`src/rtl/buffer_word_serializer_pkg.sv`:
```
// Shared types and defaults for the buffer word serializer.
// State encoding matches the BufferMemory side: IDLE=0, SHIFT=1.
package buffer_word_serializer_pkg;

  localparam int unsigned DefDataWidth = 40;
  localparam int unsigned DefByteWidth = 8;

  typedef enum logic {
    StIdle  = 1'b0,
    StShift = 1'b1
  } ser_state_e;

  // Byte counter width; a single-byte word still needs one bit.
  function automatic int unsigned cnt_width(input int unsigned num_bytes);
    return (num_bytes > 1) ? $clog2(num_bytes) : 1;
  endfunction

endpackage

```
`src/rtl/buffer_word_serializer.sv`:
```
// Pops words from a first-word-fall-through buffer and streams them out as bytes,
// one byte per cycle with no bubbles between consecutive words.
module buffer_word_serializer
  import buffer_word_serializer_pkg::*;
#(
  parameter int unsigned DATA_WIDTH = DefDataWidth,
  parameter int unsigned BYTE_WIDTH = DefByteWidth,
  parameter int unsigned MSB_FIRST  = 1
) (
  input  logic                  clk,
  input  logic                  reset,
  input  logic [DATA_WIDTH-1:0] in_data,
  input  logic                  in_empty,
  output logic                  buf_ready,
  output logic [BYTE_WIDTH-1:0] out_byte,
  output logic                  out_valid,
  output logic                  out_last,
  input  logic                  out_ready,
  output logic                  busy
);

  localparam int unsigned NumBytes = DATA_WIDTH / BYTE_WIDTH;
  localparam int unsigned CntW     = cnt_width(NumBytes);
  localparam logic [CntW-1:0] LastCnt = CntW'(NumBytes - 1);

  if (DATA_WIDTH % BYTE_WIDTH != 0) begin : g_width_check
    $error("DATA_WIDTH must be an integer multiple of BYTE_WIDTH");
  end

  ser_state_e            r_state;
  logic [DATA_WIDTH-1:0] r_word;
  logic [CntW-1:0]       r_cnt;

  logic                  w_valid;
  logic                  w_last;
  logic                  w_xfer;
  logic                  w_pop;
  logic [BYTE_WIDTH-1:0] w_byte;

  assign w_valid = (r_state == StShift);
  assign w_last  = w_valid && (r_cnt == LastCnt);
  assign w_xfer  = w_valid && out_ready;

  // out_ready -> buf_ready is deliberate: the next word loads on the last byte's edge.
  assign buf_ready = reset && ((r_state == StIdle) || (w_xfer && w_last));
  assign w_pop     = buf_ready && !in_empty;

  always_comb begin
    w_byte = '0;
    for (int unsigned i = 0; i < NumBytes; i++) begin
      if (r_cnt == CntW'(i)) begin
        w_byte = r_word[((MSB_FIRST != 0) ? (NumBytes - 1 - i) : i) * BYTE_WIDTH +: BYTE_WIDTH];
      end
    end
  end

  always_ff @(posedge clk) begin
    if (!reset) begin
      r_state <= StIdle;
      r_word  <= '0;
      r_cnt   <= '0;
    end else if (w_pop) begin
      r_state <= StShift;
      r_word  <= in_data;
      r_cnt   <= '0;
    end else if (w_xfer) begin
      if (w_last) begin
        r_state <= StIdle;
        r_cnt   <= '0;
      end else begin
        r_cnt <= r_cnt + 1'b1;
      end
    end
  end

  // Idle byte is forced to zero so a stale word never shows on the bus.
  assign out_byte  = w_valid ? w_byte : '0;
  assign out_valid = w_valid;
  assign out_last  = w_last;
  assign busy      = w_valid;

endmodule
```
`config.mk`:
```
export PLATFORM = sky130hd
export DESIGN_NAME = buffer_word_serializer
export DESIGN_NICKNAME = d
export VERILOG_FILES = /design/src/rtl/buffer_word_serializer_pkg.sv /design/src/rtl/buffer_word_serializer.sv
export SDC_FILE = /design/constraint.sdc
export NUM_CORES = 1
export LEC_CHECK = 0
export BUFFER_PORTS_ARGS = -buffer_cell sky130_fd_sc_hd__buf_4
export CAP_MARGIN = 20
export CORE_ASPECT_RATIO = 0.5
export CORE_MARGIN = 3
export CORE_UTILIZATION = 45
export CTS_BUF_LIST = sky130_fd_sc_hd__clkbuf_2
export DETAILED_ROUTE_END_ITERATION = 8
export PLACE_DENSITY = 0.69
export SLEW_MARGIN = 20
export SYNTH_ARGS = -nofsm -noshare
export SYNTH_HDL_FRONTEND = slang
export SYNTH_SLANG_ARGS = --single-unit
```
`constraint.sdc`:
```
create_clock -name clk -period 3.7 [get_ports clk]
set_clock_uncertainty 0.15 [all_clocks]
set_input_delay 0 -clock clk [delete_from_list [all_inputs] [get_ports clk]]
set_output_delay 0 -clock clk [all_outputs]
set_load 0.05 [all_outputs]
```
==> results of run 1 <==
==> per-stage QoR <==
stage                     instance area (µm²)  worst slack (ns)  power, mW  util [%]
after global placement                   2621             1.332     0.6960     57.05
after detailed placement                 2621             1.169     0.7023     57.05
after global routing                     3264            0.4231      1.050     71.05
after floorplan                          2240             1.244     0.6410         -
final                                    3264            0.5430      1.009     71.05
after CTS                                3264            0.6287      1.010     71.05
==> worst register-to-register path, stage by stage (launching register included) <==
cell and delay [ns]:
sky130_fd_sc_hd__dfxtp_1 0.39, sky130_fd_sc_hd__inv_1 0.11, sky130_fd_sc_hd__ha_1 0.46, sky130_fd_sc_hd__nand3_2 0.21, sky130_fd_sc_hd__a21oi_4 0.71, sky130_fd_sc_hd__buf_12 0.29, sky130_fd_sc_hd__mux2i_1 0.24, sky130_fd_sc_hd__dlygate4sd3_1 0.57
==> area by class of cell <==
type	instances	area (µm²)
Timing Repair Buffer	114	1013
Multi-Input combinational cell	191	1180
Clock buffer	5	25.02
Inverter	12	45.04
Tap cell	66	82.58
Clock inverter	3	37.54
Fill cell	388	1330
Sequential cell	44	880.8
==> placed cells by master (no fill, tap or decap), types with 5 or more instances in the layout <==
| cell | count |
|---|---|
| sky130_fd_sc_hd__o21ai_0 | 8 |
| sky130_fd_sc_hd__inv_1 | 12 |
| sky130_fd_sc_hd__a31oi_1 | 8 |
| sky130_fd_sc_hd__ha_1 | 5 |
| sky130_fd_sc_hd__buf_4 | 55 |
| sky130_fd_sc_hd__dlygate4sd3_1 | 58 |
| sky130_fd_sc_hd__clkbuf_2 | 5 |
| sky130_fd_sc_hd__a21oi_1 | 11 |
| sky130_fd_sc_hd__dfxtp_1 | 44 |
| sky130_fd_sc_hd__nand2_1 | 93 |
| sky130_fd_sc_hd__a221o_1 | 8 |
| sky130_fd_sc_hd__mux2i_1 | 41 |
| sky130_fd_sc_hd__nand3b_1 | 8 |
==> repair_timing <==
action	in CTS	in global routing
buffers inserted	0	0
hold buffers	58	0
endpoints found under the hold margin	44	0
==> flip-flops by register name, summed over array words and instances (netlist names) <==
register / cells
busy: 1
r_word: 40
r_cnt: 3
==> kinds of logic (layout without fill, tap and decap cells) <==
kind of cell,count (synthesis),count (layout),share of synthesized area (%)
multiplexers,41,41,18.32
AND/OR/NAND/NOR,107,107,20.11
buffers and inverters,34,134,7.988
adder cells (fa/ha/maj),5,5,2.793
AO/OA/AOI/OAI,38,38,11.45
flip-flops,44,44,39.33
==> layer usage <==
layer | share of wire (%) | vias to the layer above | global-route usage, % | routed length, µm
li1 | - | 1102 | - | -
met1 | 46 | 1017 | 27.85 | 2703
met2 | 48 | 56 | 33.79 | 2801
met3 | 5.0 | 4 | 3.592 | 291
met4 | 0.65 | 0 | 3.321 | 38
met5 | 0 | - | 0 | 0
==> worst paths after layout <==
path	start	end	cells after the start
max	r_cnt[0]	r_word[18]	7
min reg2reg	r_word[17]	r_word[17]	2
max reg2reg	r_cnt[0]	r_word[18]	7
min	reset	r_word[16]	3
==> power groups by stage <==
stage / logic (mW) / clock network (mW) / registers, mW
after detailed placement: 0.170 / 0 / 0.532
after global placement: 0.164 / 0 / 0.532
after global routing: 0.240 / 0.283 / 0.527
after floorplan: 0.113 / 0 / 0.528
final: 0.221 / 0.264 / 0.523
after CTS: 0.219 / 0.268 / 0.523
==> flow_summary.html, run 1 <==
<table>
<tr><th>Metric</th><th>Value</th></tr>
<tr><th colspan="2">Status</th></tr>
<tr><td>Status</td><td>finished with violations</td></tr>
<tr><td>Failing checks</td><td>negative hold slack</td></tr>
<tr><th colspan="2">Clocking</th></tr>
<tr><td>Num Clock Sinks</td><td>44</td></tr>
<tr><td>Number of instances resized during post-cts repair</td><td>0</td></tr>
<tr><td>Reg clk slew, reported paths</td><td>approximately 0.22 ns</td></tr>
<tr><td>Maximum level of the CTS H-tree</td><td>2</td></tr>
<tr><td>Clk buf depth</td><td>2</td></tr>
<tr><td>Root buffer selected by CTS</td><td>sky130_fd_sc_hd__clkbuf_2</td></tr>
<tr><td>Number of clock buffers inserted by TritonCTS</td><td>5</td></tr>
<tr><td>TritonCTS clock tree</td><td>yes</td></tr>
<tr><td>Clock network latency to the later pin of the worst-skew pair</td><td>0.41 ns</td></tr>
<tr><th colspan="2">Power</th></tr>
<tr><td>Power density over the cells</td><td>309.0 nW/µm²</td></tr>
<tr><td>P_leak</td><td>~1.4 nW</td></tr>
<tr><td>IR drop worst, VDD</td><td>143.3 µV</td></tr>
<tr><td>Internal power</td><td>735.2 µW</td></tr>
<tr><td>Net Sw Power</td><td>~270 µW</td></tr>
<tr><td>Net switching fraction of the power</td><td>27.11%</td></tr>
<tr><td>Gate power share</td><td>21.9%</td></tr>
<tr><td>Flop pwr share</td><td>51.9%</td></tr>
<tr><td>Clock power share</td><td>26.2%</td></tr>
<tr><th colspan="2">Hold path</th></tr>
<tr><td>Class of the worst hold path</td><td>primary input to register</td></tr>
<tr><th colspan="2">Yosys</th></tr>
<tr><td>Post-synth ARST share</td><td>0%</td></tr>
<tr><td>Proportion of netlist area held by the largest area contributor</td><td>39.33%</td></tr>
<tr><td>Top post-synthesis cells by area</td><td>sky130_fd_sc_hd__dfxtp_1 39%, sky130_fd_sc_hd__mux2i_1 18%, sky130_fd_sc_hd__nand2_1 16%</td></tr>
<tr><td>Yosys top cell by area</td><td>sky130_fd_sc_hd__dfxtp_1</td></tr>
<tr><td>FF+latch count, synth</td><td>44</td></tr>
<tr><td>Syn Std Cell Area</td><td>between 2000 and 2500 µm²</td></tr>
<tr><td>Number of different library cells in the post-synthesis netlist</td><td>23</td></tr>
<tr><td>Most common flop cell mapped by yosys</td><td>sky130_fd_sc_hd__dfxtp_1</td></tr>
<tr><td>Synthesis warning total</td><td>0</td></tr>
<tr><td>Count leader, synth</td><td>sky130_fd_sc_hd__nand2_1</td></tr>
<tr><td>Number of enable-type register cells in the synthesized netlist</td><td>0</td></tr>
<tr><td>Part of the Yosys area used for sequential elements</td><td>39.33%</td></tr>
<tr><td>Mean post-synth cell area</td><td>8.326 µm²</td></tr>
<tr><td>Commonest cells post-synth</td><td>93 x sky130_fd_sc_hd__nand2_1, 44 x sky130_fd_sc_hd__dfxtp_1, 41 x sky130_fd_sc_hd__mux2i_1</td></tr>
<tr><td>Synth Instances</td><td>269</td></tr>
<tr><td>Synthesized netlist net count</td><td>318</td></tr>
<tr><th colspan="2">Drt</th></tr>
<tr><td>Drc violations</td><td>0</td></tr>
<tr><td>Wire length after detailed routing</td><td>5.834 mm</td></tr>
<tr><td>Antenna-violating nets left</td><td>0</td></tr>
<tr><td>Iteration-0 DRC Markers</td><td>93</td></tr>
<tr><td>Routed vias</td><td>2179</td></tr>
<tr><td>Routed vias/inst</td><td>about 5.0</td></tr>
<tr><td>Number of iterations in the first detailed-routing pass</td><td>4</td></tr>
<tr><td>Avg WL per Cell</td><td>around 13 µm</td></tr>
<tr><th colspan="2">Global route</th></tr>
<tr><td>GRT overflow</td><td>0</td></tr>
<tr><td>Number of global-route vias before repair</td><td>2141</td></tr>
<tr><td>Number of antenna violations at the first check in global routing</td><td>0</td></tr>
<tr><td>Global-route wire length before repair</td><td>9.839 mm</td></tr>
<tr><td>Largest net degree at the start of global routing</td><td>82</td></tr>
<tr><td>Overall track demand over capacity in global routing</td><td>20.21%</td></tr>
<tr><th colspan="2">STA</th></tr>
<tr><td>Period utilization</td><td>85.32%</td></tr>
<tr><td>Worst Tran Pin Value</td><td>~0.8 ns</td></tr>
<tr><td>Final critical path time including I/O delays and setup</td><td>between 3 and 4 ns</td></tr>
<tr><td>Unrepaired setup endpoints after global routing</td><td>false</td></tr>
<tr><td>Final hold viol count</td><td>3</td></tr>
<tr><td>Count of final max-slew check failures</td><td>0</td></tr>
<tr><td>Aggregate negative setup slack</td><td>0 ns</td></tr>
<tr><td>FMAX</td><td>approximately 320 MHz</td></tr>
<tr><td>Worst hold slack after final layout</td><td>-0.01383 ns</td></tr>
<tr><td>Final setup violation count</td><td>0</td></tr>
<tr><td>Max_slew headroom</td><td>44.94%</td></tr>
<tr><th colspan="2">Final layout</th></tr>
<tr><td>Relative area change from synthesis to final layout</td><td>45.75%</td></tr>
<tr><td>Final Instance Count excl. Fillers</td><td>435</td></tr>
<tr><td>Diodes inserted</td><td>0</td></tr>
<tr><td>Fraction of final layout cells with drive strength greater than 1</td><td>between 15 and 20%</td></tr>
<tr><td>Final #Nets</td><td>417</td></tr>
<tr><th colspan="2">Worst setup path</th></tr>
<tr><td>Category of the worst setup path capture point</td><td>register</td></tr>
<tr><td>Required arrival time at the worst endpoint</td><td>3.92 ns</td></tr>
<tr><td>Family with the most delay on the worst path</td><td>buffers and inverters</td></tr>
<tr><td>Delay of the slowest cell on the worst path</td><td>between 0.7 and 0.8 ns</td></tr>
<tr><td>Data arrival time of the critical path</td><td>3.38 ns</td></tr>
<tr><td>Path type of the worst setup path</td><td>register to register</td></tr>
<tr><td>Critical path buffer and inverter count</td><td>3</td></tr>
<tr><td>Max stage delay cell, worst path</td><td>sky130_fd_sc_hd__a21oi_4</td></tr>
<tr><td>Internal reg-to-reg setup slack</td><td>0.54 ns</td></tr>
<tr><td>Worst setup SP type</td><td>register</td></tr>
<tr><td>Crit-path cells</td><td>inv_1 &gt; ha_1 &gt; nand3_2 &gt; a21oi_4 &gt; buf_12 &gt; mux2i_1 &gt; dlygate4sd3_1</td></tr>
<tr><td>Max Fanout on Critical Path</td><td>24</td></tr>
<tr><th colspan="2">Die</th></tr>
<tr><td>Die Y-Extent</td><td>55.89 µm</td></tr>
<tr><td>Row cnt</td><td>17</td></tr>
<tr><td>Floorplan core area</td><td>~4600 µm²</td></tr>
<tr><td>Initial cell density of the core</td><td>48.75%</td></tr>
<tr><td>Number of top-level pins</td><td>56</td></tr>
<tr><td>Overall die width</td><td>105.8 µm</td></tr>
<tr><td>Total die area</td><td>5911 µm²</td></tr>
<tr><th colspan="2">Placement</th></tr>
<tr><td>Cells after DPL</td><td>roughly 370</td></tr>
<tr><td>Post-detailed-placement half-perimeter wirelength</td><td>3.824 mm</td></tr>
<tr><td>Routability cong.</td><td>0.8075</td></tr>
<tr><td># port buffers</td><td>55</td></tr>
<tr><th colspan="2">Job</th></tr>
<tr><td>Max-cap viol count</td><td>0</td></tr>
</table>
Power figures use the tool's default switching activity.
==> run 2, diff against run 1 <==
Settings changed: CORE_ASPECT_RATIO 0.5 to unset, HOLD_SLACK_MARGIN set to 0.15.
==> run 2 against run 1 <==
Effect of this change: synthesized cell count is the same; the run now fails in 4_1_cts; area after synthesis unchanged.
==> flow_summary.html, run 2 <==
<table>
<tr><th>Metric</th><th>Value</th></tr>
<tr><th colspan="2">Yosys</th></tr>
<tr><td>Count leader, synth</td><td>sky130_fd_sc_hd__nand2_1</td></tr>
<tr><td>Syn Std Cell Area</td><td>2240 µm² (unchanged)</td></tr>
<tr><td>Most common flop cell mapped by yosys</td><td>sky130_fd_sc_hd__dfxtp_1</td></tr>
<tr><td>Post-synth ARST share</td><td>0% (unchanged)</td></tr>
<tr><td>Synth Instances</td><td>269 (unchanged)</td></tr>
<tr><td>Commonest cells post-synth</td><td>93 x sky130_fd_sc_hd__nand2_1, 44 x sky130_fd_sc_hd__dfxtp_1, 41 x sky130_fd_sc_hd__mux2i_1</td></tr>
<tr><td>Synthesis warning total</td><td>0 (unchanged)</td></tr>
<tr><td>Yosys top cell by area</td><td>sky130_fd_sc_hd__dfxtp_1</td></tr>
<tr><td>Number of enable-type register cells in the synthesized netlist</td><td>0 (unchanged)</td></tr>
<tr><td>Mean post-synth cell area</td><td>8.326 µm² (unchanged)</td></tr>
<tr><td>Number of different library cells in the post-synthesis netlist</td><td>23 (unchanged)</td></tr>
<tr><td>Synthesized netlist net count</td><td>318 (unchanged)</td></tr>
<tr><td>Proportion of netlist area held by the largest area contributor</td><td>39.33% (unchanged)</td></tr>
<tr><td>Top post-synthesis cells by area</td><td>sky130_fd_sc_hd__dfxtp_1 39%, sky130_fd_sc_hd__mux2i_1 18%, sky130_fd_sc_hd__nand2_1 16%</td></tr>
<tr><td>FF+latch count, synth</td><td>44 (unchanged)</td></tr>
<tr><td>Part of the Yosys area used for sequential elements</td><td>39.33% (unchanged)</td></tr>
<tr><th colspan="2">Die</th></tr>
<tr><td>Row cnt</td><td>25 (+8)</td></tr>
<tr><td>Initial cell density of the core</td><td>47.11% (-1.6 points)</td></tr>
<tr><td>Number of top-level pins</td><td>56 (unchanged)</td></tr>
<tr><td>Overall die width</td><td>76.55 µm (-28%)</td></tr>
<tr><td>Die Y-Extent</td><td>76.55 µm (+37%)</td></tr>
<tr><th colspan="2">Clocking</th></tr>
<tr><td>Maximum level of the CTS H-tree</td><td>2 (unchanged)</td></tr>
<tr><td>Post-CTS repair timing setup buffer count</td><td>0 (unchanged)</td></tr>
<tr><td>Number of clock buffers inserted by TritonCTS</td><td>5 (unchanged)</td></tr>
<tr><td>Root buffer selected by CTS</td><td>sky130_fd_sc_hd__clkbuf_2</td></tr>
<tr><td>Clk buf depth</td><td>2 (unchanged)</td></tr>
<tr><td>Num Clock Sinks</td><td>44 (unchanged)</td></tr>
<tr><td>CTS Hold Buffers Added</td><td>101 (+74%)</td></tr>
<tr><td>Number of instances resized during post-cts repair</td><td>0 (unchanged)</td></tr>
<tr><th colspan="2">Status</th></tr>
<tr><td>Run Error</td><td>[ERROR RSZ-0060] Max buffer count reached.</td></tr>
<tr><td>Status</td><td>aborted with a tool error</td></tr>
<tr><td>Step where the flow halted</td><td>4_1_cts</td></tr>
<tr><th colspan="2">Placement</th></tr>
<tr><td>Post-Place Cell Area</td><td>2623 µm² (about the same)</td></tr>
<tr><td># port buffers</td><td>55 (unchanged)</td></tr>
<tr><td>Post-detailed-placement half-perimeter wirelength</td><td>3.525 mm (-7.8%)</td></tr>
<tr><td>Routability cong.</td><td>0.8575 (+6.2%)</td></tr>
</table>
[run 2: cell counts after synthesis]
Identical to the previous run, type by type.
[run 2: cell families after synthesis]
family / after synthesis / share of synthesized area, %
flip-flops: 44 / 39.33
buffers and inverters: 34 / 7.988
multiplexers: 41 / 18.32
AND/OR/NAND/NOR: 107 / 20.11
AO/OA/AOI/OAI: 38 / 11.45
adder cells (fa/ha/maj): 5 / 2.793
[run 2: through the flow]
| stage | hold slack (ns) | worst slack [ns] | cells |
|---|---|---|---|
| floorplan | -0.05815 | 1.244 | 269 |
| global placement | 0.06943 | 1.532 | 370 |
| detailed placement | 0.07294 | 1.434 | 370 |
==> run 3, diff against run 2 <==
Settings changed: CORE_UTILIZATION 45 to 30, CTS_BUF_LIST sky130_fd_sc_hd__clkbuf_2 to unset, HOLD_SLACK_MARGIN 0.15 to unset, PLACE_DENSITY 0.69 to unset, PLACE_DENSITY_LB_ADDON set to 0.15.
==> run 3 against run 2 <==
Effect of this change: the run now ends clean.
==> flow_summary.html, run 3 (same netlist as run 1, synthesis figures left out) <==
<table>
<tr><th>Metric</th><th>Value</th></tr>
<tr><th colspan="2">Global route</th></tr>
<tr><td>Number of global-route vias before repair</td><td>between 1500 and 2000</td></tr>
<tr><td>Global-route wire length before repair</td><td>9.563 mm</td></tr>
<tr><td>GRT overflow</td><td>0</td></tr>
<tr><td>Largest net degree at the start of global routing</td><td>a little over 80</td></tr>
<tr><td>Number of antenna violations at the first check in global routing</td><td>0</td></tr>
<tr><td>Overall track demand over capacity in global routing</td><td>14.03%</td></tr>
<tr><th colspan="2">Die</th></tr>
<tr><td>Number of top-level pins</td><td>56 (unchanged)</td></tr>
<tr><td>Total die area</td><td>8539 µm²</td></tr>
<tr><td>Overall die width</td><td>92.41 µm (+21%)</td></tr>
<tr><td>Row cnt</td><td>30 (+20%)</td></tr>
<tr><td>Initial cell density of the core</td><td>31.91% (-15 points)</td></tr>
<tr><td>Die Y-Extent</td><td>92.41 µm (+21%)</td></tr>
<tr><td>Floorplan core area</td><td>7019 µm²</td></tr>
<tr><th colspan="2">Power</th></tr>
<tr><td>Net Sw Power</td><td>282.5 µW</td></tr>
<tr><td>Net switching fraction of the power</td><td>25.80%</td></tr>
<tr><td>Gate power share</td><td>18.9%</td></tr>
<tr><td>Internal power</td><td>812.4 µW</td></tr>
<tr><td>Tot Pwr</td><td>1.095 mW</td></tr>
<tr><td>Power density over the cells</td><td>341.3 nW/µm²</td></tr>
<tr><td>IR drop worst, VDD</td><td>between 200 and 250 µV</td></tr>
<tr><td>Flop pwr share</td><td>between 40% and 50%</td></tr>
<tr><td>P_leak</td><td>1.343 nW</td></tr>
<tr><td>Clock power share</td><td>33.6%</td></tr>
<tr><th colspan="2">Final layout</th></tr>
<tr><td>Finished Cell Area</td><td>3208 µm²</td></tr>
<tr><td>Final #Nets</td><td>approximately 400</td></tr>
<tr><td>Most common cell after layout, fill and taps aside</td><td>sky130_fd_sc_hd__nand2_1</td></tr>
<tr><td>Largest Register</td><td>r_word</td></tr>
<tr><td>Highest-count cells in the layout ignoring fill and taps</td><td>93 x sky130_fd_sc_hd__nand2_1, 56 x sky130_fd_sc_hd__buf_4, 44 x sky130_fd_sc_hd__dfxtp_1</td></tr>
<tr><td>Fraction of final layout cells with drive strength greater than 1</td><td>19.15%</td></tr>
<tr><td>Flip-flop count of the largest register after layout</td><td>40</td></tr>
<tr><td>Relative area change from synthesis to final layout</td><td>43.24%</td></tr>
<tr><td>Diodes inserted</td><td>0</td></tr>
<tr><td>Util after Layout</td><td>between 40% and 50%</td></tr>
<tr><th colspan="2">Hold path</th></tr>
<tr><td>Class of the worst hold path</td><td>primary input to register</td></tr>
<tr><th colspan="2">Job</th></tr>
<tr><td>Max-cap viol count</td><td>0</td></tr>
<tr><th colspan="2">Clocking</th></tr>
<tr><td>Maximum level of the CTS H-tree</td><td>2 (unchanged)</td></tr>
<tr><td>Clk buf depth</td><td>2 (unchanged)</td></tr>
<tr><td>TritonCTS clock tree</td><td>yes</td></tr>
<tr><td>Post-CTS repair timing setup buffer count</td><td>0 (unchanged)</td></tr>
<tr><td>Reg clk slew, reported paths</td><td>0.08 ns</td></tr>
<tr><td>Clock network latency to the later pin of the worst-skew pair</td><td>0.29 ns</td></tr>
<tr><td>Number of clock buffers inserted by TritonCTS</td><td>5 (unchanged)</td></tr>
<tr><td>Root buffer selected by CTS</td><td>sky130_fd_sc_hd__clkbuf_8</td></tr>
<tr><td>Num Clock Sinks</td><td>44 (unchanged)</td></tr>
<tr><th colspan="2">Worst setup path</th></tr>
<tr><td>Category of the worst setup path capture point</td><td>output port</td></tr>
<tr><td>Data arrival time of the critical path</td><td>2.32 ns</td></tr>
<tr><td>Required arrival time at the worst endpoint</td><td>3.55 ns</td></tr>
<tr><td>Crit-path cells</td><td>ha_1 &gt; ha_1 &gt; or2_1 &gt; a221o_1 &gt; a31oi_1 &gt; buf_4</td></tr>
<tr><td>Max stage delay cell, worst path</td><td>sky130_fd_sc_hd__or2_1</td></tr>
<tr><td>Critical path buffer and inverter count</td><td>1</td></tr>
<tr><td>Worst setup SP type</td><td>register</td></tr>
<tr><td>Delay of the slowest cell on the worst path</td><td>roughly 0.36 ns</td></tr>
<tr><td>Family with the most delay on the worst path</td><td>compound AO/OA/AOI/OAI gates</td></tr>
<tr><td>Most frequent cell on the critical path</td><td>sky130_fd_sc_hd__ha_1</td></tr>
<tr><td>Path type of the worst setup path</td><td>register to output port</td></tr>
<tr><td>Max Fanout on Critical Path</td><td>9</td></tr>
<tr><th colspan="2">Drt</th></tr>
<tr><td>Routed vias</td><td>2030</td></tr>
<tr><td>Wire length after detailed routing</td><td>5.785 mm</td></tr>
<tr><td>Iteration-0 DRC Markers</td><td>92</td></tr>
<tr><td>Drc violations</td><td>0</td></tr>
<tr><td>Routed vias/inst</td><td>4.501</td></tr>
<tr><td>Antenna-violating nets left</td><td>0</td></tr>
<tr><td>Avg WL per Cell</td><td>12.83 µm</td></tr>
<tr><td>Number of iterations in the first detailed-routing pass</td><td>4</td></tr>
<tr><th colspan="2">STA</th></tr>
<tr><td>FMAX</td><td>approximately 400 MHz</td></tr>
<tr><td>Unrepaired setup endpoints after global routing</td><td>false</td></tr>
<tr><td>Final hold viol count</td><td>0</td></tr>
<tr><td>Final critical path time including I/O delays and setup</td><td>2.470 ns</td></tr>
<tr><td>Aggregate negative setup slack</td><td>0 ns</td></tr>
<tr><td>Count of final max-slew check failures</td><td>0</td></tr>
<tr><td>Max_slew headroom</td><td>49.03%</td></tr>
<tr><td>Period utilization</td><td>~67%</td></tr>
<tr><td>Final setup violation count</td><td>0</td></tr>
<tr><td>Worst hold slack after final layout</td><td>between 0.15 and 0.2 ns</td></tr>
<tr><td>Worst Tran Pin Value</td><td>0.7646 ns</td></tr>
<tr><th colspan="2">Placement</th></tr>
<tr><td>Routability cong.</td><td>0.7673 (-11%)</td></tr>
<tr><td>Post-detailed-placement half-perimeter wirelength</td><td>3.964 mm (+12%)</td></tr>
<tr><td>Post-Place Cell Area</td><td>2666 µm² (+1.7%)</td></tr>
<tr><td># port buffers</td><td>55 (unchanged)</td></tr>
<tr><th colspan="2">Status</th></tr>
<tr><td>Status</td><td>finished, final reports clean</td></tr>
</table>
## run 3: timing repair
| item | CTS | global route |
|---|---|---|
| hold buffers | 43 | 0 |
| resized for setup | 0 | 0 |
| hold endpoints to repair | 44 | 0 |
## run 3: cell type report
| type | instances | area [µm²] |
|---|---|---|
| Tap cell | 96 | 120.1 |
| Clock inverter | 3 | 42.54 |
| Inverter | 12 | 45.04 |
| Fill cell | 704 | 3811 |
| Timing Repair Buffer | 100 | 870.8 |
| Multi-Input combinational cell | 191 | 1180 |
| Sequential cell | 44 | 880.8 |
| Clock buffer | 5 | 68.82 |
## run 3: worst paths after layout
path | startpoint | endpoint | slack [ns] | depth (start not counted)
max | r_cnt[0] | out_byte[2] | 1.23 | 6
min | reset | r_word[13] | 0.15 | 3
max reg2reg | r_cnt[0] | r_word[35] | 1.36 | 6
min reg2reg | r_word[21] | r_word[21] | 0.31 | 2
## run 3: routing by layer
| layer | routed length, µm | track usage, % | up-vias |
|---|---|---|---|
| li1 | - | - | 1072 |
| met1 | 2961 | 20.57 | 909 |
| met2 | 2527 | 20.30 | 47 |
| met3 | 263 | 3.493 | 2 |
| met4 | 32 | 3.713 | 0 |
| met5 | 0 | 0 | - |
## run 3: power groups by stage
| stage | combinational (mW) | clock (mW) | sequential [mW] |
|---|---|---|---|
| finish | 0.207 | 0.368 | 0.521 |
| global route | 0.226 | 0.407 | 0.525 |
| CTS | 0.209 | 0.386 | 0.521 |
| detailed placement | 0.172 | 0 | 0.532 |
| global placement | 0.171 | 0 | 0.532 |
| floorplan | 0.113 | 0 | 0.528 |
## run 3: per-stage QoR
stage / worst slack [ns] / std cells
6_report: 1.230 / 451
5_1_grt: 1.020 / 451
4_1_cts: 1.216 / 451
3_5_place_dp: 1.361 / 400
3_3_place_gp: 1.420 / 400
2_1_floorplan: 1.244 / 269
## run 3: tightest hold or removal path, cell delays in order
cell	delay, ns
sky130_fd_sc_hd__buf_4	0.33
sky130_fd_sc_hd__nand2_1	0.16
sky130_fd_sc_hd__mux2i_1	0.05
